==> config.mk <==
export PLATFORM = sky130hd
export DESIGN_NAME = shift_register
export DESIGN_NICKNAME = d
export VERILOG_FILES = /design/src/rtl/shift_register.sv
export SDC_FILE = /design/constraint.sdc
export NUM_CORES = 1
export LEC_CHECK = 0
export CORE_AREA = 2 2 39 41
export DETAILED_ROUTE_END_ITERATION = 16
export DIE_AREA = 0 0 41 43
export PLACE_DENSITY = 0.57
export SLEW_MARGIN = 20
export SYNTH_ARGS = -nofsm -noshare
export SYNTH_HDL_FRONTEND = slang
export SYNTH_SLANG_ARGS = --single-unit
==> constraint.sdc <==
create_clock -name clk -period 0.95 [get_ports clk]
set_clock_uncertainty 0.1 [all_clocks]
set_input_delay 0.1425 -clock clk [delete_from_list [all_inputs] [get_ports clk]]
set_output_delay 0.1425 -clock clk [all_outputs]
set_load 0.03 [all_outputs]
==> src/rtl/shift_register.sv <==
// Bidirectional serial-in / parallel-out shift register with clock enable.
// Define SHIFT_REGISTER_SOUT_EN to add the registered serial-out port sout.
module shift_register #(
  parameter int n = 8
) (
  input  logic         I,
  input  logic         clk,
  input  logic         direction,
  input  logic         reset,
  output logic [n-1:0] D,
  input  logic         enable
`ifdef SHIFT_REGISTER_SOUT_EN
  ,
  output logic         sout
`endif
);

  // direction 0 moves bits toward the MSB, 1 toward the LSB; I fills the vacated end.
  function automatic logic [n-1:0] shift_next(input logic [n-1:0] cur,
                                              input logic dir,
                                              input logic din);
    logic [n-1:0] nxt;
    if (dir)
      nxt = {din, cur[n-1:1]};
    else
      nxt = {cur[n-2:0], din};
    return nxt;
  endfunction

  function automatic logic dropped_bit(input logic [n-1:0] cur, input logic dir);
    return dir ? cur[0] : cur[n-1];
  endfunction

  always_ff @(posedge clk or negedge reset) begin
    if (!reset)
      D <= '0;
    else if (enable)
      D <= shift_next(D, direction, I);
  end

`ifdef SHIFT_REGISTER_SOUT_EN
  always_ff @(posedge clk or negedge reset) begin
    if (!reset)
      sout <= 1'b0;
    else if (enable)
      sout <= dropped_bit(D, direction);
  end
`else
  // Discarded bit has no consumer in this build.
  logic unused_drop;
  assign unused_drop = dropped_bit(D, direction);
`endif

endmodule

==> results of run 1 <==
==> layer usage <==
| layer | vias up | track usage [%] | wire, µm |
|---|---|---|---|
| met5 | - | 0 | 0 |
| met4 | 0 | 8.000 | 20 |
| met3 | 2 | 6.283 | 57 |
| met2 | 11 | 16.25 | 378 |
| met1 | 145 | 17.16 | 392 |
| li1 | 168 | - | - |
==> Yosys cell counts <==
cell	number
nor2_2	2
dfrtp_1	8
mux2i_1	8
clkbuf_2	1
buf_6	2
nor2_1	6
a21oi_1	8
==> layout make-up <==
cell class | instances | area, µm²
Multi-Input combinational cell | 24 | 155.1
Fill cell | 138 | 733.2
Timing Repair Buffer | 24 | 246.5
Sequential cell | 8 | 202.7
Tap cell | 16 | 20.02
Clock buffer | 4 | 26.28
==> worst paths after layout <==
path | from | endpoint | slack, ps | depth (start not counted)
min in group clk | direction | D[0] | 390 | 4
max in group asynchronous | reset | D[5] | 550 | 2
worst max register to register | D[4] | D[5] | -40 | 3
worst min register to register | D[0] | D[0] | 560 | 3
worst min-delay path | reset | D[6] | 60 | 2
worst max-delay path | D[4] | D[4] | -110 | 1
==> kinds of logic (layout without fill, tap and decap cells) <==
family | Yosys count | in the layout | share of synthesized area [%]
muxes | 8 | 8 | 20.92
buffers and inverters | 3 | 28 | 7.188
AOI/OAI and AO/OA | 8 | 8 | 10.46
and+or+nand+nor | 8 | 8 | 9.149
DFF | 8 | 8 | 52.29
==> repair_timing <==
action | in CTS | in global routing
setup buffers | 8 | 0
pin swaps | 3 | 6
endpoints found under the setup margin | 16 | 16
gates cloned | 0 | 0
resized for setup | 11 | 2
==> where the power goes <==
group | internal [mW] | switching (mW) | total (mW)
Combinational | 0.312 | 0.285 | 0.597
Sequential | 0.410 | 0.0542 | 0.464
Clock | 0.162 | 0.135 | 0.297
==> results.py, run 1 <==
metrics = {
    "sta": {
        "slew_viol_final": 0,
        "worst_slack_ps": -108.4,
        "whs_ps": 56.56,
        "worst_slew_pin_slew_ps": 142.2,
        "relSlewSlack_pct": 90.25,
        "layout_min_cycle_time_ps": 1058,
        "fmax_ghz": 0.9448,
        "rsz0062_at_grt": "yes",
        "hold_violations": 0,
        "final-setup-viol-count": 13,
        "setup_tns_ps": -897.4,
        "min_period_over_period_pct": 111.4,
    },
    "logic_synthesis": {
        "seq_area_frac_synth_pct": 52.29,
        "netlist_area_um2": 382.9,
        "synthTopCellsByArea": "dfrtp_1, mux2i_1, a21oi_1",
        "yosys.area.top_type_share_pct": 52.29,
        "synth_nets": 40,
        "synthCells": 35,
        "ys_ff_latch": 8,
        "synth_cell_types": 7,
        "yosysWarnings": 0,
        "synth.avg_cell_area_um2": 10.94,
        "yosys.area.top_type": "dfrtp_1",
    },
    "global_route": {
        "grt_pass1_wl_mm": 1.449,
        "grt_max_degree": 9,
        "antenna_found_initial": 0,
        "grt_pass1_vias": 318,
        "gr-total-overflow": 0,
        "grt_usage_pct": 12.96,
    },
    "placement": {
        "pre_cts_slack_ps": -360.4,
        "port-buffer-count": 12,
        "place_inst": 64,
        "placed_area_um2": 520.5,
        "place.gp.congestion": 0.6485,
    },
    "power_and_ir_drop": {
        "vdd_drop_max_uv": 764.9,
        "p_leak_nw": 0.2971,
        "fin_total_pwr_mw": 1.359,
        "power_density_mw_per_mm2": 2089,
    },
    "drt": {
        "drt-initial-drc-count": 6,
        "route.detailed.drc": 0,
        "dr.pass1.iters": 2,
        "wirelength_um": 848,
        "wl_per_cell_um": 11.16,
        "viasPerCell": 4.289,
        "ant_nets": 0,
        "num_vias": 326,
    },
    "clock_network": {
        "ctsHoldBuffers": 0,
        "clk_latency_ps": 260,
        "cts_buffers": 3,
        "cts_max_path_buffers": 2,
        "clk_pin_slew_ps": 60,
        "cts_tree": "built",
        "htree_levels": 1,
        "cts-root-buf": "clkbuf_4",
        "cts_sinks": 8,
    },
    "finish": {
        "layout_common_cells": "buf_6, mux2i_1, a21oi_1",
        "largest_register_ff_count": 8,
        "syn2layout_area_growth_pct": 69.93,
        "nets": 66,
        "largest_registers": "D (8)",
        "final_area_um2": 650.6,
        "drive_above_1_share_pct": 45.00,
        "mostFrequentLayoutCell": "buf_6",
        "final_cells": 76,
        "n_antenna_cell": 0,
        "final_core_utilization_pct": 47.02,
        "largest-register": "D",
    },
    "worst_setup_path": {
        "cp-end-kind": "primary output",
        "worstPathBufferInverterCount": 1,
        "cpPeakStageDelay_ps": 410,
        "arrival_ps": 820,
        "critPathTopFamily": "flip-flops",
        "crit_chain": "buf_6",
        "cp-start-kind": "flip-flop",
        "critPathKind": "flip-flop to primary output",
        "critical_path_peak_fanout": 2,
        "cp.required_ps": 710,
        "cpMaxStageDelayCell": "dfrtp_2",
    },
    "outcome": {
        "violations": "negative setup slack",
        "status": "complete, but fails checks",
    },
    "run": {
        "max-cap-violations": 0,
    },
    "floorplanning": {
        "placementRows": 14,
        "die_h_um": 43,
        "die_w_um": 41,
        "core-area_mm2": 0.001384,
        "die_area_mm2": 0.001763,
        "start_util_pct": 27.67,
        "io_pins": 13,
    },
    "hold_path": {
        "hp-class": "primary input to asynchronous set/reset pin",
    },
}
Note: power is estimated with default switching activity, not from simulation.
==> inputs of run 2 (changes only) <==
CELL_PAD_IN_SITES_DETAIL_PLACEMENT = 2   (was not set)
CELL_PAD_IN_SITES_GLOBAL_PLACEMENT = 2   (was not set)
CORE_AREA = not set   (was 2 2 39 41)
CORE_MARGIN = 2   (was not set)
CORE_UTILIZATION = 25   (was not set)
DIE_AREA = not set   (was 0 0 41 43)
PLACE_DENSITY = 0.75   (was 0.57)
==> run 2 against run 1 <==
  * The flow still finishes with violations (negative setup slack)
  * Clock-buffer cell count is the same
  * Sequential cell count unchanged
  * Cell count is 1.3% higher
  * Register-to-register slack worse by 20 ps
  * Global-route usage is 0.93 points higher
  * First-iteration DRC count down 100%
  * Sequential power about the same
  * Setup slack gained 7.0 ps
  * Power shrank 1.5%
  * Combinational power about the same
  * Clock power decreased by 6.7%
  * Sequential share of layout area grew 0.43 points
  * Critical endpoint is now D[2]
  * Highest routed layer is now met3
==> results.py, run 2 (same netlist as run 1, synthesis figures left out) <==
metrics = {
    "floorplanning": {
        "io_pins": 13,
        "die_area_mm2": 0.001861,
        "start_util_pct": 26.02,
        "die_w_um": 43.14,
        "core-area_mm2": 0.001471,
        "placementRows": 14,
        "die_h_um": 43.14,
    },
    "sta": {
        "final-setup-viol-count": 15,
        "rsz0062_at_grt": "yes",
        "min_period_over_period_pct": 110.7,
        "whs_ps": 66.40,
        "slew_viol_final": 0,
        "worst_slew_pin_slew_ps": 151.1,
        "relSlewSlack_pct": 89.64,
        "worst_slack_ps": -101.3,
        "fmax_ghz": 0.9512,
        "layout_min_cycle_time_ps": 1051,
        "hold_violations": 0,
    },
    "worst_setup_path": {
        "critPathTopFamily": "flip-flops",
        "critPathKind": "flip-flop to primary output",
        "cp.required_ps": 710,
        "cp-start-kind": "flip-flop",
        "arrival_ps": 810,
        "worstPathBufferInverterCount": 1,
        "cpMaxStageDelayCell": "dfrtp_1",
        "cpPeakStageDelay_ps": 410,
        "crit_chain": "buf_6",
        "cp-end-kind": "primary output",
        "critical_path_peak_fanout": 2,
    },
    "clock_network": {
        "cts_sinks": 8,
        "cts_max_path_buffers": 2,
        "clk_latency_ps": 250,
        "clk_pin_slew_ps": 60,
        "cts_buffers": 3,
        "htree_levels": 1,
        "cts_tree": "built",
        "ctsHoldBuffers": 0,
        "cts-root-buf": "clkbuf_4",
    },
    "placement": {
        "place.gp.congestion": 0.6957,
        "placed_area_um2": 515.5,
        "port-buffer-count": 12,
        "dpl.hpwl_um": 820.8,
        "pre_cts_slack_ps": -367.9,
    },
    "power_and_ir_drop": {
        "vdd_drop_max_uv": 999.9,
        "power_density_mw_per_mm2": 2085,
        "fin_total_pwr_mw": 1.338,
        "p_leak_nw": 0.2954,
    },
    "global_route": {
        "grt_max_degree": 9,
        "grt_usage_pct": 13.89,
        "gr-total-overflow": 0,
        "grt_pass1_vias": 429,
        "grt_pass1_wl_mm": 1.897,
        "antenna_found_initial": 0,
    },
    "finish": {
        "final_area_um2": 641.9,
        "syn2layout_area_growth_pct": 67.65,
        "final_core_utilization_pct": 43.62,
        "largest_registers": "D (8)",
        "n_antenna_cell": 0,
        "largest-register": "D",
        "largest_register_ff_count": 8,
        "drive_above_1_share_pct": 45.90,
        "layout_common_cells": "buf_6, buf_4, mux2i_1, a21oi_1",
        "nets": 67,
        "mostFrequentLayoutCell": "buf_6",
    },
    "drt": {
        "dr.pass1.iters": 1,
        "viasPerCell": 4.623,
        "wirelength_mm": 1.092,
        "route.detailed.drc": 0,
        "drt-initial-drc-count": 0,
        "ant_nets": 0,
        "wl_per_cell_um": 14.18,
        "num_vias": 356,
    },
    "hold_path": {
        "hp-class": "primary input to asynchronous set/reset pin",
    },
    "outcome": {
        "status": "complete, but fails checks",
        "violations": "negative setup slack",
    },
    "run": {
        "max-cap-violations": 0,
    },
}
==> run 2: changes by cell type in the layout (fill, tap and decap cells not counted) <==
cell    change
buf_4       +3
buf_12      -1
buf_6       -1
==> run 2: through the flow <==
| step | TNS (ps) | instances |
|---|---|---|
| 2_1_floorplan | 0 | 35 |
| 3_3_place_gp | -2394 | 65 |
| 3_5_place_dp | -2674 | 65 |
| 4_1_cts | -965.0 | 77 |
| 5_1_grt | -1549 | 77 |
| 6_report | -903.8 | 77 |
==> run 2: power breakdown <==
part           internal, mW  leakage, nW  switching (mW)
registers             0.410       0.0806          0.0546
logic                 0.300        0.200           0.297
clock network         0.161       0.0150           0.116
total                 0.871        0.295           0.468
==> run 2: final cells by class <==
cell class	instances	area (µm²)
Tap cell	16	20.02
Multi-Input combinational cell	24	155.1
Clock buffer	4	26.28
Fill cell	155	829.5
Sequential cell	8	202.7
Timing Repair Buffer	25	237.7
==> run 2: final timing paths <==
kind	start	end	slack, ps	depth (start not counted)
min in group clk	direction	D[7]	390	4
min reg2reg	D[7]	D[7]	570	3
max in group asynchronous	reset	D[4]	540	2
min	reset	D[5]	70	2
max	D[2]	D[2]	-100	1
max reg2reg	D[2]	D[3]	-60	3
==> run 2: repair_timing <==
item,CTS,global route
gates resized for setup,12,0
endpoints found under the setup margin,16,16
pin swaps,5,5
buffers inserted,8,0
==> run 2: metal layers <==
layer	vias up	wire length, µm	global-route usage, %
li1	169	-	-
met1	178	436	15.00
met2	9	606	26.27
met3	0	48	3.404
met4	0	0	3.636
met5	-	0	0
==> inputs of run 3 (changes only) <==
ABC_AREA = 1   (was not set)
CORE_UTILIZATION = 22   (was 25)
PLACE_DENSITY = 0.74   (was 0.75)
TNS_END_PERCENT = 100   (was not set)
==> run 3 against run 2 <==
  * The run still ends with negative setup slack left
  * Register-to-register slack better by 30 ps
  * Cell area rose by 20%
  * First-iteration DRC count increased by 2
  * Non-clock buffer count fell by 2
  * Via count increased by 32%
  * Sequential power shrank 6.2%
  * Critical path type unchanged
  * Sequential share of layout area down 5.3 points
  * Critical path depth stayed put
==> results.py, run 3 <==
metrics = {
    "sta": {
        "worst_slew_pin_slew_ps": 457.6,
        "rsz0062_at_grt": "yes",
        "whs_ps": 92.71,
        "min_period_over_period_pct": 111.4,
        "fmax_ghz": 0.9451,
        "hold_violations": 0,
        "setup_tns_ps": -933.1,
        "slew_viol_final": 0,
        "layout_min_cycle_time_ps": 1058,
        "relSlewSlack_pct": 69.50,
        "final-setup-viol-count": 16,
        "worst_slack_ps": -108.1,
    },
    "finish": {
        "syn2layout_area_growth_pct": 83.33,
        "final_core_utilization_pct": 43.69,
        "n_antenna_cell": 0,
        "nets": 92,
        "largest_register_ff_count": 8,
        "largest_registers": "D (8)",
        "largest-register": "D",
        "drive_above_1_share_pct": 55.81,
        "mostFrequentLayoutCell": "nand2_1",
        "layout_common_cells": "nand2_1, buf_6, nand2_2, nand3_2",
    },
    "global_route": {
        "grt_pass1_wl_mm": 2.304,
        "grt_usage_pct": 15.28,
        "grt_pass1_vias": 546,
        "gr-total-overflow": 0,
        "antenna_found_initial": 0,
        "grt_max_degree": 10,
    },
    "floorplanning": {
        "die_area_mm2": 0.002277,
        "die_w_um": 47.72,
        "core-area_mm2": 0.001764,
        "io_pins": 13,
        "die_h_um": 47.72,
        "start_util_pct": 23.83,
        "placementRows": 15,
    },
    "clock_network": {
        "clk_latency_ps": 260,
        "cts_max_path_buffers": 2,
        "htree_levels": 1,
        "cts_buffers": 3,
        "ctsHoldBuffers": 0,
        "cts_sinks": 8,
        "cts_tree": "built",
        "clk_pin_slew_ps": 60,
        "cts-root-buf": "clkbuf_4",
    },
    "worst_setup_path": {
        "crit_end": "D[6]",
        "cp-start-kind": "flip-flop",
        "cpMaxStageDelayCell": "dfrtp_2",
        "reg2reg_from": "D[1]",
        "r2r_slack_ps": -30,
        "cp.required_ps": 710,
        "worstRegToRegCells": 4,
        "cp-end-kind": "primary output",
        "critPathKind": "flip-flop to primary output",
        "arrival_ps": 820,
        "worstPathBufferInverterCount": 1,
        "regToRegEndpoint": "D[1]",
        "cpPeakStageDelay_ps": 420,
        "crit_chain": "buf_6",
        "cp-startpoint": "D[6]",
        "critical_path_peak_fanout": 2,
        "worst-path-stages": 1,
        "critPathTopFamily": "flip-flops",
    },
    "logic_synthesis": {
        "synthCells": 61,
        "synth.most_common_cell": "nand2_1",
        "ys_ff_latch": 8,
        "synth_cell_types": 7,
        "synth_flop_cell": "dfrtp_1",
        "yosys.area.top_type_share_pct": 47.62,
        "yosysWarnings": 0,
        "synth_edf_count": 0,
        "netlist_area_um2": 420.4,
        "synthTopCellsByArea": "dfrtp_1, nand2_1, nand3_1",
        "seq_area_frac_synth_pct": 47.62,
        "synth.avg_cell_area_um2": 6.892,
        "yosys.area.top_type": "dfrtp_1",
        "synth-async-reset-ratio_pct": 100.0,
        "synth_commonest_cells": "nand2_1, inv_1, dfrtp_1, nand3_1, inv_2",
        "synth_nets": 66,
    },
    "drt": {
        "dr.pass1.iters": 3,
        "viasPerCell": 4.225,
        "ant_nets": 0,
        "route.detailed.drc": 0,
        "wirelength_mm": 1.357,
        "drt-initial-drc-count": 2,
        "num_vias": 469,
        "wl_per_cell_um": 12.23,
    },
    "placement": {
        "pre_cts_slack_ps": -406.7,
        "port-buffer-count": 12,
        "place.gp.congestion": 0.7382,
        "dpl.hpwl_um": 873.1,
    },
    "power_and_ir_drop": {
        "p_sw_share_pct": 36.55,
        "internal_power_mw": 0.8194,
        "pwr-share-clk_pct": 22.8,
        "p_sw_mw": 0.4720,
        "power_density_mw_per_mm2": 1676,
        "power_frac_seq_pct": 33.8,
        "p_leak_nw": 0.4072,
        "power.share.combinational_pct": 43.4,
        "fin_total_pwr_mw": 1.291,
        "vdd_drop_max_uv": 835.2,
    },
    "outcome": {
        "status": "complete, but fails checks",
        "violations": "negative setup slack",
    },
    "run": {
        "max-cap-violations": 0,
    },
    "hold_path": {
        "hp-class": "primary input to asynchronous set/reset pin",
    },
}
## run 3: cell count changes after synthesis, sizes merged, moves of 8 or more
| cell | previous run | this run |
|---|---|---|
| nand2 | 0 | 32 |
| inv | 0 | 11 |
| a21oi | 8 | 0 |
| mux2i | 8 | 0 |
| nand3 | 0 | 8 |
| nor2 | 8 | 0 |
## run 3: routing by layer
metal | GRT usage, % | vias to the layer above | wire length, µm
met5 | 0 | - | 0
met4 | 3.243 | 0 | 0
met3 | 6.792 | 0 | 71
met2 | 26.93 | 12 | 710
met1 | 16.93 | 228 | 574
li1 | - | 229 | -
## run 3: metrics by stage
| step | instance area, µm² | std cells |
|---|---|---|
| after floorplan | 422.9 | 61 |
| after global placement | 550.5 | 98 |
| after detailed placement | 550.5 | 98 |
| final | 770.7 | 111 |
| after CTS | 679.4 | 110 |
| after global routing | 770.7 | 111 |
## run 3: cell type report
| class | count | area, µm² |
|---|---|---|
| Tap cell | 25 | 31.28 |
| Timing Repair Buffer | 23 | 234.0 |
| Inverter | 11 | 56.30 |
| Multi-Input combinational cell | 40 | 220.2 |
| Clock buffer | 4 | 26.28 |
| Sequential cell | 8 | 202.7 |
| Fill cell | 217 | 993.5 |
## run 3: cell families after synthesis
group	count (synthesis)	synth area share, %
AND/OR/NAND/NOR	40	38.10
buffers and inverters	13	14.29
flip-flops	8	47.62
## run 3: power groups by stage
stage	combinational, mW	clock [mW]	sequential, mW
final	0.561	0.295	0.436
after global routing	0.611	0.333	0.442
after CTS	0.485	0.303	0.431
after detailed placement	0.346	0	0.439
after global placement	0.342	0	0.433
after floorplan	0.116	0	0.529
## run 3: worst min path at each step
| stage | startpoint | end | slack [ps] | depth (start not counted) |
|---|---|---|---|---|
| after floorplan | reset | D[0] | -250 | 0 |
| after global placement | reset | D[7] | 340 | 2 |
| after detailed placement | reset | D[7] | 350 | 2 |
| after CTS | reset | D[7] | 70 | 2 |
| after global routing | reset | D[4] | 100 | 2 |
| final | reset | D[3] | 90 | 2 |
## run 3: timing repair
item,4_1_cts,5_1_grt
pin swaps,7,11
resized for setup,19,24
endpoints found under the setup margin,16,16
setup buffers,8,1
